--- config.mk ---
export PLATFORM = sky130hd
export DESIGN_NAME = load_store_unit_flat
export DESIGN_NICKNAME = d
export VERILOG_FILES = /design/src/rtl/lsu_pkg.sv /design/src/rtl/load_store_unit_if.sv /design/src/rtl/lsu_lane_align.sv /design/src/rtl/load_store_unit.sv /design/src/flat_wrapper.sv
export SDC_FILE = /design/constraint.sdc
export NUM_CORES = 1
export LEC_CHECK = 0
export ABC_AREA = 1
export CAP_MARGIN = 20
export CORE_MARGIN = 3
export CORE_UTILIZATION = 52
export CTS_CLUSTER_SIZE = 10
export DETAILED_ROUTE_END_ITERATION = 7
export PLACE_DENSITY = 0.95
export SYNTH_ARGS = -nofsm -noshare
export SYNTH_HDL_FRONTEND = slang
export SYNTH_SLANG_ARGS = --single-unit
--- constraint.sdc ---
create_clock -name Clock -period 2.8 [get_ports Clock]
set_input_delay 0.28 -clock Clock [delete_from_list [all_inputs] [get_ports Clock]]
set_output_delay 0.28 -clock Clock [all_outputs]
set_load 0.005 [all_outputs]
--- src/rtl/lsu_pkg.sv ---
`default_nettype none
// ============================================================================
//  Module   : lsu_pkg
//  Purpose  : Shared encodings for the load/store unit: access sizes,
//             FSM states and the default data-memory depth.
//  Revision : 1.0  initial release
// ============================================================================
package lsu_pkg;

  // Access size encodings carried on ReqSize
  localparam logic [1:0] SIZE_BYTE    = 2'b00;
  localparam logic [1:0] SIZE_HALF    = 2'b01;
  localparam logic [1:0] SIZE_WORD    = 2'b10;
  localparam logic [1:0] SIZE_ILLEGAL = 2'b11;

  // Depth of the attached data memory in 32-bit words
  localparam int MEM_WORDS_DEFAULT = 1024;

  typedef enum logic [2:0] {
    ST_IDLE      = 3'd0,
    ST_READ      = 3'd1,
    ST_LATCH     = 3'd2,
    ST_RMW_WRITE = 3'd3,
    ST_WRITE     = 3'd4,
    ST_DONE      = 3'd5
  } lsu_state_t;

endpackage
`default_nettype wire

--- src/rtl/load_store_unit_if.sv ---
`default_nettype none
// ============================================================================
//  Module   : load_store_unit_if
//  Purpose  : CPU request/response handshake plus data-memory port of the
//             load/store unit. The master side is the environment (CPU and
//             memory); the slave side is the unit itself.
//  Revision : 1.0  initial release
// ============================================================================
interface load_store_unit_if;

  logic        ReqValid;
  logic        ReqReady;
  logic        ReqWrite;
  logic [1:0]  ReqSize;
  logic        ReqUnsigned;
  logic [31:0] ReqAddr;
  logic [31:0] ReqWData;
  logic        RspValid;
  logic [31:0] RspData;
  logic        RspError;
  logic [31:0] MemAddress;
  logic [31:0] MemWriteData;
  logic        MemWriteEnable;
  logic        MemRead;
  logic [31:0] MemReadData;

  modport master (
    output ReqValid, ReqWrite, ReqSize, ReqUnsigned, ReqAddr, ReqWData,
    output MemReadData,
    input  ReqReady, RspValid, RspData, RspError,
    input  MemAddress, MemWriteData, MemWriteEnable, MemRead
  );

  modport slave (
    input  ReqValid, ReqWrite, ReqSize, ReqUnsigned, ReqAddr, ReqWData,
    input  MemReadData,
    output ReqReady, RspValid, RspData, RspError,
    output MemAddress, MemWriteData, MemWriteEnable, MemRead
  );

endinterface
`default_nettype wire

--- src/rtl/lsu_lane_align.sv ---
`default_nettype none
// ============================================================================
//  Module   : lsu_lane_align
//  Purpose  : Little-endian lane handling. Extracts and sign/zero-extends a
//             byte or halfword from a memory word for loads, and merges
//             right-aligned store data into the old word for sub-word stores.
//  Revision : 1.0  initial release
// ============================================================================
module lsu_lane_align
  import lsu_pkg::*;
(
  input  logic [31:0] i_load_word,
  input  logic [1:0]  i_offset,
  input  logic [1:0]  i_size,
  input  logic        i_unsigned,
  input  logic [31:0] i_old_word,
  input  logic [31:0] i_new_data,
  output logic [31:0] o_load_data,
  output logic [31:0] o_store_word
);

  logic [7:0]  w_byte;
  logic [15:0] w_half;

  // Load path: select the addressed lane, then extend it to 32 bits
  always_comb begin
    w_byte      = 8'h00;
    w_half      = i_offset[1] ? i_load_word[31:16] : i_load_word[15:0];
    o_load_data = i_load_word;
    case (i_offset)
      2'd0:    w_byte = i_load_word[7:0];
      2'd1:    w_byte = i_load_word[15:8];
      2'd2:    w_byte = i_load_word[23:16];
      default: w_byte = i_load_word[31:24];
    endcase
    case (i_size)
      SIZE_BYTE: o_load_data = i_unsigned ? {24'h000000, w_byte}
                                          : {{24{w_byte[7]}}, w_byte};
      SIZE_HALF: o_load_data = i_unsigned ? {16'h0000, w_half}
                                          : {{16{w_half[15]}}, w_half};
      default:   o_load_data = i_load_word;
    endcase
  end

  // Store path: overwrite only the target lane of the old word
  always_comb begin
    o_store_word = i_old_word;
    case (i_size)
      SIZE_BYTE: o_store_word[{i_offset, 3'b000} +: 8]     = i_new_data[7:0];
      SIZE_HALF: o_store_word[{i_offset[1], 4'b0000} +: 16] = i_new_data[15:0];
      default:   o_store_word = i_new_data;
    endcase
  end

endmodule
`default_nettype wire

--- src/rtl/load_store_unit.sv ---
`default_nettype none
// ============================================================================
//  Module   : load_store_unit
//  Purpose  : Converts byte-addressed byte/half/word loads and stores into
//             word accesses on a synchronous data memory, with
//             read-modify-write for sub-word stores and error reporting for
//             misaligned, illegal-size and out-of-range requests.
//  Revision : 1.0  initial release
// ============================================================================
module load_store_unit
  import lsu_pkg::*;
#(
  parameter int MEM_WORDS = MEM_WORDS_DEFAULT
) (
  input  logic              Clock,
  input  logic              Reset,
  load_store_unit_if.slave  bus
);

  localparam logic [31:0] c_mem_words = MEM_WORDS;

  lsu_state_t  r_state;
  lsu_state_t  w_next_state;
  logic        r_write;
  logic        r_unsigned;
  logic        r_error;
  logic [1:0]  r_size;
  logic [31:0] r_addr;
  logic [31:0] r_wdata;
  logic [31:0] r_rdata;
  logic        w_req_error;
  logic        w_accept;
  logic [31:0] w_load_data;
  logic [31:0] w_store_word;

  assign w_accept = (r_state == ST_IDLE) && bus.ReqValid;

  lsu_lane_align u_lane_align (
    .i_load_word  (bus.MemReadData),
    .i_offset     (r_addr[1:0]),
    .i_size       (r_size),
    .i_unsigned   (r_unsigned),
    .i_old_word   (bus.MemReadData),
    .i_new_data   (r_wdata),
    .o_load_data  (w_load_data),
    .o_store_word (w_store_word)
  );

  // Classify the incoming request: bad size, misalignment or beyond memory
  always_comb begin
    w_req_error = ({2'b00, bus.ReqAddr[31:2]} >= c_mem_words);
    case (bus.ReqSize)
      SIZE_HALF:    if (bus.ReqAddr[0])        w_req_error = 1'b1;
      SIZE_WORD:    if (|bus.ReqAddr[1:0])     w_req_error = 1'b1;
      SIZE_ILLEGAL: w_req_error = 1'b1;
      default:      ;
    endcase
  end

  // State register, request capture and load-result holding register
  always_ff @(posedge Clock) begin
    if (Reset) begin
      r_state    <= ST_IDLE;
      r_write    <= 1'b0;
      r_unsigned <= 1'b0;
      r_error    <= 1'b0;
      r_size     <= SIZE_BYTE;
      r_addr     <= 32'h0;
      r_wdata    <= 32'h0;
      r_rdata    <= 32'h0;
    end else begin
      r_state <= w_next_state;
      if (w_accept) begin
        r_write    <= bus.ReqWrite;
        r_unsigned <= bus.ReqUnsigned;
        r_error    <= w_req_error;
        r_size     <= bus.ReqSize;
        r_addr     <= bus.ReqAddr;
        r_wdata    <= bus.ReqWData;
      end
      if (r_state == ST_LATCH) begin
        r_rdata <= w_load_data;
      end
    end
  end

  // Next-state and output decode; every output is quiet while Reset is high
  always_comb begin
    w_next_state       = r_state;
    bus.ReqReady       = (r_state == ST_IDLE);
    bus.MemRead        = 1'b0;
    bus.MemWriteEnable = 1'b0;
    bus.MemAddress     = 32'h0;
    bus.MemWriteData   = 32'h0;
    bus.RspValid       = 1'b0;
    bus.RspError       = 1'b0;
    bus.RspData        = r_rdata;

    case (r_state)
      ST_IDLE: begin
        if (bus.ReqValid) begin
          if (w_req_error)                    w_next_state = ST_DONE;
          else if (!bus.ReqWrite)             w_next_state = ST_READ;
          else if (bus.ReqSize == SIZE_WORD)  w_next_state = ST_WRITE;
          else                                w_next_state = ST_READ;
        end
      end
      ST_READ: begin
        bus.MemRead    = 1'b1;
        bus.MemAddress = {2'b00, r_addr[31:2]};
        w_next_state   = r_write ? ST_RMW_WRITE : ST_LATCH;
      end
      ST_LATCH: begin
        bus.MemAddress = {2'b00, r_addr[31:2]};
        w_next_state   = ST_DONE;
      end
      ST_RMW_WRITE: begin
        bus.MemWriteEnable = 1'b1;
        bus.MemAddress     = {2'b00, r_addr[31:2]};
        bus.MemWriteData   = w_store_word;
        w_next_state       = ST_DONE;
      end
      ST_WRITE: begin
        bus.MemWriteEnable = 1'b1;
        bus.MemAddress     = {2'b00, r_addr[31:2]};
        bus.MemWriteData   = r_wdata;
        w_next_state       = ST_DONE;
      end
      ST_DONE: begin
        bus.RspValid = 1'b1;
        bus.RspError = r_error;
        if (r_write || r_error) bus.RspData = 32'h0;
        w_next_state = ST_IDLE;
      end
      default: w_next_state = ST_IDLE;
    endcase

    if (Reset) begin
      bus.MemRead        = 1'b0;
      bus.MemWriteEnable = 1'b0;
      bus.MemAddress     = 32'h0;
      bus.MemWriteData   = 32'h0;
      bus.RspValid       = 1'b0;
      bus.RspError       = 1'b0;
      bus.RspData        = 32'h0;
    end
  end

endmodule
`default_nettype wire
--- src/flat_wrapper.sv ---
// flat-port wrapper written by rule: the top's interface ports become plain ports
module load_store_unit_flat import lsu_pkg::*;
#(
  parameter int MEM_WORDS = MEM_WORDS_DEFAULT
)
  (Clock, Reset, bus_ReqValid, bus_ReqWrite, bus_ReqSize, bus_ReqUnsigned, bus_ReqAddr, bus_ReqWData, bus_MemReadData, bus_ReqReady, bus_RspValid, bus_RspData, bus_RspError, bus_MemAddress, bus_MemWriteData, bus_MemWriteEnable, bus_MemRead);
  load_store_unit_if bus_i ();
  input  logic Clock;
  input  logic Reset;
  input wire logic [$bits(bus_i.ReqValid)-1:0] bus_ReqValid;
  input wire logic [$bits(bus_i.ReqWrite)-1:0] bus_ReqWrite;
  input wire logic [$bits(bus_i.ReqSize)-1:0] bus_ReqSize;
  input wire logic [$bits(bus_i.ReqUnsigned)-1:0] bus_ReqUnsigned;
  input wire logic [$bits(bus_i.ReqAddr)-1:0] bus_ReqAddr;
  input wire logic [$bits(bus_i.ReqWData)-1:0] bus_ReqWData;
  input wire logic [$bits(bus_i.MemReadData)-1:0] bus_MemReadData;
  output wire logic [$bits(bus_i.ReqReady)-1:0] bus_ReqReady;
  output wire logic [$bits(bus_i.RspValid)-1:0] bus_RspValid;
  output wire logic [$bits(bus_i.RspData)-1:0] bus_RspData;
  output wire logic [$bits(bus_i.RspError)-1:0] bus_RspError;
  output wire logic [$bits(bus_i.MemAddress)-1:0] bus_MemAddress;
  output wire logic [$bits(bus_i.MemWriteData)-1:0] bus_MemWriteData;
  output wire logic [$bits(bus_i.MemWriteEnable)-1:0] bus_MemWriteEnable;
  output wire logic [$bits(bus_i.MemRead)-1:0] bus_MemRead;
  assign bus_i.ReqValid = bus_ReqValid;
  assign bus_i.ReqWrite = bus_ReqWrite;
  assign bus_i.ReqSize = bus_ReqSize;
  assign bus_i.ReqUnsigned = bus_ReqUnsigned;
  assign bus_i.ReqAddr = bus_ReqAddr;
  assign bus_i.ReqWData = bus_ReqWData;
  assign bus_i.MemReadData = bus_MemReadData;
  assign bus_ReqReady = bus_i.ReqReady;
  assign bus_RspValid = bus_i.RspValid;
  assign bus_RspData = bus_i.RspData;
  assign bus_RspError = bus_i.RspError;
  assign bus_MemAddress = bus_i.MemAddress;
  assign bus_MemWriteData = bus_i.MemWriteData;
  assign bus_MemWriteEnable = bus_i.MemWriteEnable;
  assign bus_MemRead = bus_i.MemRead;
  load_store_unit #(.MEM_WORDS(MEM_WORDS)) u_core (.Clock(Clock), .Reset(Reset), .bus(bus_i));
endmodule
==> reports/qor.csv, run 1 <==
stage,metric,value,unit
pwr,peak supply drop,0.518,mV
sta,fin worst setup slack,0.0639,ns
floorplanning,Die ar.,14400,um2
synthesis,synthesized cell area,6760,um2
setup_path,crit-path leading delay family,buffers and inverters,
place,DP Cell Count,1382,
routing,Wirelength per Cell,18.2,um
routing,Vias/cell,5.85,
synthesis,Synth area leaders,"dfxtp_1 31%, a21oi_1 15%, inv_1 9.5%, o21ai_0 8.4%, nand2_1 5.5%",
sta,Tcrit/Tclk final,97.7,%
floorplanning,Die W,120,um
synthesis,#FFs+latches synth,104,
pwr,Tot Pwr,7.28,mW
grt,GRT Overall Usage,33.5,%
place,post-detail-place hpwl,18400,um
setup_path,crit end category,output port,
clocking,clock sink count,104,
grt,gr ovfl total,0,
sta,final setup vio count,0,
synthesis,Netlist cell types,35,
place,I/O Buffers,201,
final_layout,layout cells sized above 1,9.28,%
final_layout,Finished Layout Cells,1401,
setup_path,crit-path most repeated cell,nand2_1,
pwr,Pleak,3.68,nW
sta,final hold vios,0,
clocking,Clock Pin Slew Worst Setup and Hold Paths,0.08,ns
grt,vias in the first global route,7423,
floorplanning,number of placement rows,41,
sta,clk_skew,0.0137,ns
setup_path,CP Cell Sequence,"inv_2, ha_4, nor2_1, nand2_1, o221ai_1, nand2_1, a21oi_1, clkdlybuf4s50_1",
setup_path,critical path type,reg -> out,
clocking,Clock Root Buffer,clkbuf_16,
final_layout,"commonest non-fill, non-tap cell in the layout",a21oi_1,
final_layout,"commonest cells after routing, fill and taps aside","204 x a21oi_1, 196 x clkdlybuf4s50_1, 165 x inv_1",
final_layout,Synth-to-Final Area Change,37.4,%
floorplanning,Initial Utilization,53.4,%
sta,Least-Margin Pin Slew,0.639,ns
grt,first-pass GRT wire length,38500,um
place,worst slack at placement,0.199,ns
min_path,Hold Path Class,reg -> reg,
floorplanning,total core area,12700,um2
routing,first-pass iteration count of the detailed router,5,
pwr,pwr/cell area,783,nW/um2
clocking,H-tree Lvls,3,
setup_path,highest-delay cell along the critical path,clkdlybuf4s50_1,
setup_path,CP Max Fanout,10,
synthesis,Synth Area per Inst,6.38,um2
setup_path,Worst Path Buf+Inv,2,
routing,DRC violations left,0,
routing,ANT nets after route,0,
final_layout,n_diodes,0,
synthesis,Ys Warns,0,
sta,Tmin final,2.74,ns
min_path,HP Start,u_core.r_addr[29]$_SDFFE_PP0P_,
place,RePlAce Congestion,1.02,
setup_path,CP required,2.52,ns
floorplanning,Ports,204,
clocking,TritonCTS clock tree,yes,
synthesis,top cell type's share of synthesized area,30.8,%
routing,overall routed net length,25500,um
routing,number of DRC markers in iteration 0,905,
routing,vias,8189,
synthesis,"Seq/Total Area, Yosys",30.8,%
setup_path,CP arrival,2.46,ns
final_layout,fin nets,1336,
setup_path,startpoint class of the critical path,flip-flop,
sta,RSZ-0062 raised after global routing,true,
setup_path,Worst R2R Start,u_core.r_addr[0]$_SDFFE_PP0P_,
clocking,Max clock buf depth,2,
clocking,cts bufs inserted,9,
floorplanning,die height,120,um
sta,Max Fclk,365,MHz
status,outcome,"finished, final reports clean",
sta,Final Slew Violations,0,
sta,slew margin rel.,57.4,%
grt,antenna violations before repair,0,
job,maxcap violations,0,
setup_path,CP startpoint,u_core.r_addr[1]$_SDFFE_PP0P_,
grt,largest net degree at the start of global routing,76,
setup_path,Critical Path Max Stage Delay,0.52,ns
clocking,Skew-Pair Late Insertion Delay,0.37,ns
synthesis,Post-Syn Instances,1060,
synthesis,top cell type by total area after synthesis,dfxtp_1,
==> worst min-delay path, delay by kind of cell (launching register included) <==
family,cells,cell delay [ns]
flops,1,0.30
compound gates,1,0.05
buf+inv,1,0.06
==> layout make-up <==
class | instances | area [um2]
multi-input cells | 696 | 3730
fillers | 1015 | 3380
repair buffers | 231 | 2280
flip-flops and latches | 104 | 2090
inverters | 181 | 692
clock buffers | 10 | 239
well taps | 172 | 215
clock inverters | 6 | 50.0
repair inverters | 1 | 5.00
==> flip-flops by register name, summed over array words and instances (netlist names) <==
name and cells:
u_core.r_rdata 32, u_core.r_error 1, u_core.r_unsigned 1, u_core.r_state 3, u_core.r_size 2, u_core.r_wdata 32
u_core.r_addr 32, u_core.r_write 1
==> metrics by stage <==
stage,setup TNS (ns),util (%),hold WS [ns],instance area [um2]
finish,0,73.3,0.459,9290
global route,-0.0141,73.3,0.469,9290
CTS,0,72.5,0.459,9190
detailed placement,0,69.8,0.448,8850
global placement,0,69.8,0.443,8850
floorplan,0,-,0.431,6770
==> Yosys cell counts, drive strengths merged <==
cell	number
a21boi	1
a21oi	220
a31oi	3
a32oi	1
buf	39
clkbuf	41
conb	1
dfxtp	104
ha	9
inv	181
nand2	101
nand3	22
nand4	1
nor2	59
nor3	73
nor4	2
o2111ai	9
o211ai	20
o21ai	155
o21bai	1
o221ai	14
o31ai	1
or2	2
==> per-layer routing <==
metal | track usage [%] | part of all wire (%) | up-vias
met1 | 43.8 | 39 | 3683
li1 | - | - | 3889
met2 | 54.0 | 46 | 549
met3 | 7.49 | 12 | 68
met5 | 0 | 0 | -
met4 | 12.7 | 3.1 | 0
==> power by group <==
group	leakage, nW	internal (mW)	switching (mW)	total [mW]
registers	0.856	1.92	0.241	2.16
clock network	0.136	0.637	0.614	1.25
logic	2.69	1.40	2.46	3.86
total	3.68	3.96	3.32	7.28
==> cell families (layout without fill, tap and decap cells) <==
logic type               after synthesis  after routing  synth area share (%)
AND/OR/NAND/NOR                      260            260                  17.0
adder cells (fa/ha/maj)                9              9                  1.67
AO/OA/AOI/OAI                        425            425                  34.7
other                                  1              2                0.0555
buffers and inverters                261            429                  15.7
flip-flops                           104            104                  30.8
==> path summary, 6_finish.rpt <==
check	to	slack [ns]	cells past startpoint
worst max-delay path	bus_MemWriteData[8]	0.06	8
worst min-delay path	u_core.r_addr[29]$_SDFFE_PP0P_	0.46	2
worst max register to register	u_core.r_rdata[26]$_SDFFE_PP0P_	0.57	8
worst min register to register	u_core.r_addr[29]$_SDFFE_PP0P_	0.46	2
==> repair_timing <==
action / 4_1_cts / 5_1_grt
setup buffers: 0 / 2
pin swaps: 1 / 5
hold buffers: 0 / 0
endpoints found under the setup margin: 24 / 57
gates resized for setup: 12 / 32
cloned: 0 / 1
No activity file was read; power rests on OpenSTA's default activity.
==> inputs of run 2 (changes only) <==
--- a/config.mk
+++ b/config.mk
@@ -8,10 +8,10 @@
 export ABC_AREA = 1
 export CAP_MARGIN = 20
 export CORE_MARGIN = 3
-export CORE_UTILIZATION = 52
+export CORE_UTILIZATION = 48
 export CTS_CLUSTER_SIZE = 10
 export DETAILED_ROUTE_END_ITERATION = 7
-export PLACE_DENSITY = 0.95
+export PLACE_DENSITY = 0.92
 export SYNTH_ARGS = -nofsm -noshare
 export SYNTH_HDL_FRONTEND = slang
 export SYNTH_SLANG_ARGS = --single-unit
==> run 2 against run 1 <==
Compared with the run above:
- register-to-register slack improved by 0.25 ns
- worst hold slack worse by 0.0028 ns
- clock skew fell by 0.0048 ns
- combinational power fell by 1%
- critical path depth is 1 higher
- clock power up 6%
- global-route usage is 2.7 points lower
- die area up 7.9%
- critical path type unchanged
==> reports/qor.csv, run 2 (synthesis results as in run 1) <==
stage,metric,value,unit,change
grt,GRT Overall Usage,30.8,%,-2.7 points
final_layout,Synth-to-Final Area Change,38.1,%,
pwr,peak supply drop,0.447,mV,-14%
setup_path,Worst R2R Start,u_core.r_state[0]$_SDFFE_PP0P_,,
clocking,clock sink count,104,,unchanged
clocking,Clock Root Buffer,clkbuf_16,,
place,worst slack at placement,0.190,ns,-0.00976 ns
grt,met2 Resource Use GR,50.5,%,-3.5 points
clocking,Max clock buf depth,2,,unchanged
final_layout,layout cells sized above 1,9.02,%,-0.26 points
setup_path,highest-delay cell along the critical path,clkdlybuf4s50_1,,
status,outcome,"finished, final reports clean",,
sta,Least-Margin Pin Slew,0.540,ns,-0.0988 ns
final_layout,"commonest cells after routing, fill and taps aside","204 x a21oi_1, 198 x clkdlybuf4s50_1, 166 x inv_1",,
final_layout,n_diodes,0,,unchanged
final_layout,"commonest non-fill, non-tap cell in the layout",a21oi_1,,
place,Post-DP Area,8880,um2,+0.37%
sta,Tcrit/Tclk final,95.7,%,-2.0 points
setup_path,CP required,2.52,ns,about the same
grt,largest net degree at the start of global routing,71,,-6.6%
setup_path,CP startpoint,u_core.r_addr[0]$_SDFFE_PP0P_,,
sta,final hold vios,0,,unchanged
routing,overall routed net length,25100,um,-1.6%
final_layout,Finished Layout Cells,1407,,+0.43%
grt,met3 Use GR,9.05,%,+1.6 points
sta,Tmin final,2.68,ns,-0.0561 ns
clocking,Skew-Pair Late Insertion Delay,0.36,ns,about the same
clocking,cts bufs inserted,9,,unchanged
floorplanning,die height,125,um,+3.9%
routing,Wirelength per Cell,17.8,um,-2.0%
sta,RSZ-0062 raised after global routing,false,,
setup_path,Critical Path Stages,9,,+1
sta,final setup vio count,0,,unchanged
setup_path,Critical Path Max Stage Delay,0.53,ns,about the same
setup_path,Worst Path Buf+Inv,3,,+1
place,post-detail-place hpwl,18800,um,+1.9%
routing,first-pass iteration count of the detailed router,7,,+2
clocking,TritonCTS clock tree,yes,,
sta,fin worst setup slack,0.120,ns,+0.0561 ns
clocking,Clock Pin Slew Worst Setup and Hold Paths,0.08,ns,about the same
setup_path,critical path type,reg -> out,,
floorplanning,number of placement rows,42,,+2.4%
setup_path,crit-path leading delay family,buffers and inverters,,
grt,routing usage on met1,39.7,%,-4.1 points
place,DP Cell Count,1388,,+0.43%
min_path,Hold Path Class,reg -> reg,,
setup_path,reg2reg end,u_core.r_wdata[10]$_SDFFE_PP0P_,,
final_layout,Final Cell Area,9340,um2,+0.47%
sta,Final Slew Violations,0,,unchanged
grt,first-pass GRT wire length,39200,um,+1.7%
floorplanning,Die W,125,um,+3.9%
setup_path,cells on worst reg2reg path,7,,-1
pwr,pwr/cell area,782,nW/um2,-0.16%
sta,setup TNS,0,ns,unchanged
routing,vias,7966,,-2.7%
grt,antenna violations before repair,0,,unchanged
final_layout,utilization after layout,69.1,%,-4.2 points
final_layout,Top Registers,"u_core.r_addr x32, u_core.r_rdata x32, u_core.r_wdata x32",,
floorplanning,Initial Utilization,50.1,%,-3.3 points
clocking,H-tree Lvls,3,,unchanged
sta,clk_skew,0.00897,ns,-0.00477 ns
setup_path,worst setup path end,bus_MemWriteData[10],,
grt,gr ovfl total,0,,unchanged
routing,Vias/cell,5.66,,-3.1%
routing,number of DRC markers in iteration 0,922,,+1.9%
setup_path,CP Max Fanout,15,,+5
job,maxcap violations,0,,unchanged
setup_path,CP arrival,2.40,ns,-0.06 ns
pwr,Pleak,3.67,nW,-0.32%
grt,vias in the first global route,7370,,-0.71%
routing,ANT nets after route,0,,unchanged
floorplanning,Die ar.,15500,um2,+7.9%
setup_path,r2r setup slk,0.82,ns,+0.25 ns
place,I/O Buffers,201,,unchanged
grt,gr busiest metal,met2,,
sta,Max Fclk,373,MHz,+2.1%
floorplanning,Ports,204,,unchanged
routing,DRC violations left,0,,unchanged
setup_path,crit-path most repeated cell,o211ai_1,,
setup_path,startpoint class of the critical path,flip-flop,,
sta,slew margin rel.,63.6,%,+6.2 points
floorplanning,total core area,13500,um2,+6.6%
setup_path,crit end category,output port,,
pwr,Tot Pwr,7.30,mW,+0.31%
place,RePlAce Congestion,1.02,,-0.75%
final_layout,fin nets,1338,,+0.15%
setup_path,CP Cell Sequence,"buf_6, ha_1, nand2_1, inv_2, nand3_1, o211ai_1, o211ai_1, a21oi_1, clkdlybuf4s50_1",,
sta,tightest hold margin,0.456,ns,-0.00284 ns
run 2: worst min path at each step:
stage               depth (start not counted)                            from  slack, ns                             end
detailed placement                          2  u_core.r_addr[21]$_SDFFE_PP0P_       0.45  u_core.r_addr[21]$_SDFFE_PP0P_
floorplan                                   2  u_core.r_addr[10]$_SDFFE_PP0P_       0.43  u_core.r_addr[10]$_SDFFE_PP0P_
global placement                            2  u_core.r_addr[16]$_SDFFE_PP0P_       0.44  u_core.r_addr[16]$_SDFFE_PP0P_
CTS                                         2  u_core.r_addr[21]$_SDFFE_PP0P_       0.46  u_core.r_addr[21]$_SDFFE_PP0P_
global route                                2  u_core.r_addr[30]$_SDFFE_PP0P_       0.48  u_core.r_addr[30]$_SDFFE_PP0P_
finish                                      2  u_core.r_addr[16]$_SDFFE_PP0P_       0.46  u_core.r_addr[16]$_SDFFE_PP0P_
run 2: power breakdown:
group | switching (mW) | internal, mW
Sequential | 0.248 | 1.92
Combinational | 2.41 | 1.40
Clock | 0.613 | 0.709
Total | 3.27 | 4.03
run 2: worst min-delay path, stage by stage, from the launching register on:
cell and delay [ns]:
dfxtp_1 0.30, inv_1 0.06, a21oi_1 0.05
run 2: timing repair:
action                     CTS  global route
resized for setup            7            29
pin swaps                    0             4
buffers inserted             0             3
setup endpoints to repair   19            62
hold buffers                 0             0
gates cloned                 0             0
run 2: per-layer routing:
layer / share of wire, % / routed length (um)
met5: 0 / 0
met2: 46 / 11500
met3: 10 / 2630
met4: 2.2 / 545
met1: 42 / 10400
run 2: layout make-up:
type / count / area [um2]
Fill cell: 1138 / 4170
Multi-Input combinational cell: 696 / 3720
Timing Repair Buffer: 234 / 2320
Sequential cell: 104 / 2090
Inverter: 181 / 687
Clock buffer: 10 / 229
Tap cell: 176 / 220
Clock inverter: 6 / 75.1
==> inputs of run 3 (changes only) <==
--- a/config.mk
+++ b/config.mk
@@ -7,6 +7,7 @@
 export LEC_CHECK = 0
 export ABC_AREA = 1
 export CAP_MARGIN = 20
+export CORE_ASPECT_RATIO = 0.7
 export CORE_MARGIN = 3
 export CORE_UTILIZATION = 48
 export CTS_CLUSTER_SIZE = 10
==> run 3 against run 2 <==
Compared with the run above:
- utilization up 0.18 points
- largest cell class unchanged
- critical path type unchanged
- combinational power about the same
- worst hold slack worse by 0.049 ns
- clock skew down 0.0031 ns
==> reports/qor.csv, run 3 (synthesis results as in run 1) <==
stage,metric,value,unit,change
pwr,Sw Share,45.3,%,+0.54 points
final_layout,# fillers,1169,,+2.7%
setup_path,crit end category,output port,,
sta,Final Slew Violations,0,,unchanged
clocking,TritonCTS clock tree,yes,,
clocking,Max clock buf depth,2,,unchanged
routing,Vias/cell,5.71,,+0.84%
pwr,combinational power share,52.9,%,+0.7 points
pwr,Internal Pwr Total,3.94,mW,-2.2%
final_layout,n_diodes,0,,unchanged
routing,overall routed net length,25500,um,+1.8%
floorplanning,die height,105,um,-16%
final_layout,Top Registers,"u_core.r_addr x32, u_core.r_rdata x32, u_core.r_wdata x32",,
min_path,HP Start,Reset,,
final_layout,"commonest cells after routing, fill and taps aside","205 x a21oi_1, 200 x clkdlybuf4s50_1, 166 x inv_1",,
clocking,cts bufs inserted,9,,unchanged
pwr,pwr/cell area,774,nW/um2,-1.1%
status,outcome,"finished, final reports clean",,
sta,clk_skew,0.00582,ns,-0.00315 ns
job,maxcap violations,0,,unchanged
setup_path,CP arrival,2.41,ns,about the same
place,RePlAce Congestion,1.00,,-1.6%
pwr,Pleak,3.64,nW,-0.73%
setup_path,Worst R2R Start,u_core.r_addr[0]$_SDFFE_PP0P_,,
setup_path,CP Max Fanout,15,,unchanged
grt,antenna violations before repair,0,,unchanged
clocking,Clock Pin Slew Worst Setup and Hold Paths,0.07,ns,about the same
min_path,worst hold endpoint,u_core.r_rdata[27]$_SDFFE_PP0P_,,
clocking,Clock Root Buffer,clkbuf_16,,
sta,RSZ-0062 raised after global routing,true,,
routing,vias,8113,,+1.8%
sta,tightest hold margin,0.406,ns,-0.0492 ns
sta,Tcrit/Tclk final,96.2,%,+0.49 points
floorplanning,Ports,204,,unchanged
clocking,clock sink count,104,,unchanged
setup_path,CP required,2.52,ns,about the same
routing,Wirelength per Cell,18.0,um,+0.78%
floorplanning,number of placement rows,35,,-17%
final_layout,layout cells sized above 1,9.14,%,+0.13 points
grt,gr ovfl total,0,,unchanged
pwr,peak supply drop,0.580,mV,+30%
clocking,Skew-Pair Late Insertion Delay,0.35,ns,about the same
grt,GRT Overall Usage,31.4,%,+0.56 points
place,I/O Buffers,201,,unchanged
min_path,Hold Path Class,in -> reg,,
sta,Least-Margin Pin Slew,0.674,ns,+0.134 ns
final_layout,Synth-to-Final Area Change,37.8,%,
sta,slew margin rel.,55.1,%,-8.5 points
setup_path,startpoint class of the critical path,flip-flop,,
setup_path,cells on worst reg2reg path,8,,+1
clocking,post-cts hold buffer count,0,,unchanged
clocking,H-tree Lvls,3,,unchanged
grt,largest net degree at the start of global routing,80,,+13%
floorplanning,Die W,148,um,+19%
setup_path,reg2reg end,u_core.r_rdata[25]$_SDFFE_PP0P_,,
setup_path,r2r setup slk,0.59,ns,-0.23 ns
sta,Tmin final,2.69,ns,+0.0137 ns
sta,final setup vio count,0,,unchanged
routing,ANT nets after route,0,,unchanged
final_layout,Finished Layout Cells,1421,,+1.0%
final_layout,fin nets,1343,,+0.37%
place,post-detail-place hpwl,19300,um,+3.0%
sta,Max Fclk,371,MHz,-0.51%
floorplanning,Initial Utilization,50.3,%,+0.23 points
routing,DRC violations left,0,,unchanged
min_path,hold path cells,4,,+2
routing,first-pass iteration count of the detailed router,6,,-1
place,DP Cell Count,1400,,+0.86%
floorplanning,total core area,13400,um2,-0.45%
pwr,Reg power frac,30.1,%,+0.4 points
grt,first-pass GRT wire length,39600,um,+1.0%
grt,vias in the first global route,7267,,-1.4%
setup_path,critical path type,reg -> out,,
final_layout,"commonest non-fill, non-tap cell in the layout",a21oi_1,,
pwr,Switch Pwr,3.27,mW,about the same
pwr,Clk pwr share,17.1,%,-1.0 points
routing,number of DRC markers in iteration 0,806,,-13%
floorplanning,Die ar.,15600,um2,+0.15%
sta,final hold vios,0,,unchanged
[run 3: power by group through the flow]
stage                     sequential, mW  combinational, mW  clock, mW
final                               2.17               3.81       1.23
after CTS                           2.15               3.60       1.23
after global routing                2.20               4.18       1.30
after floorplan                     2.13               2.34          0
after detailed placement            2.19               3.56          0
after global placement              2.17               3.51          0
[run 3: layout make-up]
cell class / instances / area, um2 / area share (%)
multi-input cells: 696 / 3700 / 39.8
repair buffers: 239 / 2330 / 25.0
clock buffers: 10 / 229 / 2.46
flip-flops and latches: 104 / 2090 / 22.4
well taps: 185 / 231 / 2.48
clock inverters: 6 / 50.0 / 0.537
inverters: 181 / 687 / 7.37
[run 3: metal layers]
metal  GRT usage, %  part of all wire [%]  up-vias
li1               -                     -     3892
met1           45.9                    44     3675
met2           47.3                    43      491
met3           6.92                    12       55
met5              0                     0        -
met4           6.72                   1.7        0
[run 3: metrics by stage]
step / worst slack [ns] / utilization [%] / power, mW / cell area (um2) / TNS (ns)
floorplan: 0.889 / - / 4.47 / 6770 / 0
global placement: 0.276 / 66.2 / 5.68 / 8900 / 0
detailed placement: 0.273 / 66.2 / 5.75 / 8900 / 0
CTS: 0.000328 / 68.4 / 6.99 / 9200 / 0
global route: -0.0305 / 69.3 / 7.68 / 9320 / -0.0305
finish: 0.106 / 69.3 / 7.21 / 9320 / 0
[run 3: repair_timing]
item | CTS | global route
setup buffers | 0 | 5
cloned | 0 | 0
setup endpoints to repair | 17 | 31
gates resized for setup | 7 | 24
pin swaps | 0 | 5
[run 3: worst max-delay path by stage]
stage | slack [ns] | startpoint | end
floorplan | 0.89 | u_core.r_addr[1]$_SDFFE_PP0P_ | bus_MemWriteData[0]
global placement | 0.28 | u_core.r_addr[0]$_SDFFE_PP0P_ | bus_MemWriteData[4]
detailed placement | 0.27 | u_core.r_addr[0]$_SDFFE_PP0P_ | bus_MemWriteData[4]
CTS | 0.0003 | u_core.r_addr[0]$_SDFFE_PP0P_ | bus_MemWriteData[16]
global route | -0.03 | u_core.r_addr[1]$_SDFFE_PP0P_ | bus_MemWriteData[16]
finish | 0.11 | u_core.r_size[1]$_SDFFE_PP0P_ | bus_MemWriteData[26]
[run 3: worst max-delay path, stage by stage, from the launching register on]
cell and delay [ns]:
dfxtp_1 0.36, buf_4 0.20, nor2_4 0.22, buf_4 0.24, o21ai_0 0.10, a31oi_1 0.20
nor2_1 0.09, a21oi_1 0.13, nor2_1 0.06, clkdlybuf4s50_1 0.45
==> patch, RTL diff (settings of run 2) <==
Re-encode `lsu_state_t` (6 states) as one-hot, 6 bits wide.
--- a/src/rtl/lsu_pkg.sv
+++ b/src/rtl/lsu_pkg.sv
@@ -17,11 +17,11 @@
   localparam int MEM_WORDS_DEFAULT = 1024;
 
-  typedef enum logic [2:0] {
-    ST_IDLE      = 3'd0,
-    ST_READ      = 3'd1,
-    ST_LATCH     = 3'd2,
-    ST_RMW_WRITE = 3'd3,
-    ST_WRITE     = 3'd4,
-    ST_DONE      = 3'd5
+  typedef enum logic [5:0] {
+    ST_IDLE      = 6'b000001,
+    ST_READ      = 6'b000010,
+    ST_LATCH     = 6'b000100,
+    ST_RMW_WRITE = 6'b001000,
+    ST_WRITE     = 6'b010000,
+    ST_DONE      = 6'b100000
   } lsu_state_t;
 
Check against the original RTL: same outputs for any inputs over 4 cycles, from zero or initial values and one cycle with Reset high; so few cycles prove little.
==> patch against run 2 <==
- sequential share of layout area barely moved
- routed wire length rose by 1.3%
- hold slack got worse by 0.020 ns
- register-to-register slack got worse by 0.14 ns
- utilization fell by 0.67 points
- clock skew rose by 0.0019 ns
- maximum frequency fell by 1.7%
- setup slack got worse by 0.048 ns
- area after synthesis rose by 3.0%
- sequential cell count rose by 3
- via count rose by 6.8%
- design area rose by 3.0%
- critical endpoint is now bus_MemWriteData[31]
- largest cell class unchanged
- highest routed layer unchanged
Power is not compared: it rests on default switching activity, and its combinational part moved more than twofold at a synthesized area within 25%.
==> patch: results (changes against run 2) <==
Global routing
  – M2 GR Usage: 0.4863 (-0.01847)
  – M3 GR Usage: 0.07621 (-0.01427)
  – Global Route Usage Sum: 0.3067 (-0.001207)
  – Largest net degree at the start of global routing: 78 (+9.9%)

Placed design
  – Cell Area, Placed: 9114 um2 (+2.6%)
  – # placed instances: 1471 (+6.0%)
  – Setup slack at placement: 0.2605 ns (+0.07099 ns)
  – Global placement routability congestion: 0.9767 (-4.0%)
  – HPWL after detailed placement: 18.74 mm (-0.14%)

Finish
  – Bufs w/o clock: 248 (+6.0%)
  – Fraction of layout instances using a drive strength above 1: 0.09049 (+0.0003237)
  – Signal inverters: 132 (-27%)
  – Fin nets: 1422 (+6.3%)
  – Comb_multi_in: 812 (+17%)
  – Clock-cell share of area: 0.02929 (-0.003280)

Setup path
  – Reg2reg start: u_core.r_addr[1]
  – CP max stage delay: 0.55 ns (+0.02 ns)
  – Worst endpoint data arrival time: 2.45 ns (+0.05 ns)

Min path
  – Hold Path End: u_core.r_rdata[7]
  – Hold Path Cell Cnt: 4 (+2)

Synth
  – Post-Synth Adder-Cell Area: 0.01617 (-0.0004876)
  – Synth unique cells: 38 (+8.6%)
  – Post-synthesis compound-gate area fraction: 0.2648 (-0.08238)
  – Syn avg cell area: 6.148 um2 (-3.6%)

Detailed routing
  – Routed via count: 8510 (+6.8%)
  – DR vias/cell: 5.692 (+0.54%)
  – Met1 wire length: 10.39 mm (-0.53%)
  – Met2 wire len: 11.34 mm (-1.2%)

Timing
  – Hold slack: 0.4352 ns (-0.02047 ns)

Floorplan
  – Area of the core: 14040 um2 (+4.0%)

Status
  – Status: complete, no violations
-- patch: cell types whose count changed after synthesis, moves of 10 or more --
cell and delta:
nor2_1 +110, nand2_1 +82, a21oi_1 -48, inv_1 -45
nor3_1 -39, o21ai_1 -39, nand3_1 +30, nand4_1 +13
a21oi_2 -11, o21ai_0 +11, a22oi_1 +10
-- patch: how the worst max path moves through the flow --
| stage | startpoint | end | slack [ns] | cells past startpoint |
|---|---|---|---|---|
| 3_5_place_dp | u_core.r_addr[0] | bus_MemWriteData[22] | 0.26 | 7 |
| 4_1_cts | u_core.r_addr[0] | bus_MemWriteData[26] | 0.005 | 11 |
| 5_1_grt | u_core.r_addr[0] | bus_MemWriteData[4] | -0.05 | 9 |
| 6_report | u_core.r_size[1] | bus_MemWriteData[31] | 0.07 | 8 |
| 2_1_floorplan | u_core.r_addr[1] | bus_MemWriteData[28] | 0.57 | 12 |
| 3_3_place_gp | u_core.r_addr[0] | bus_MemWriteData[29] | 0.24 | 11 |
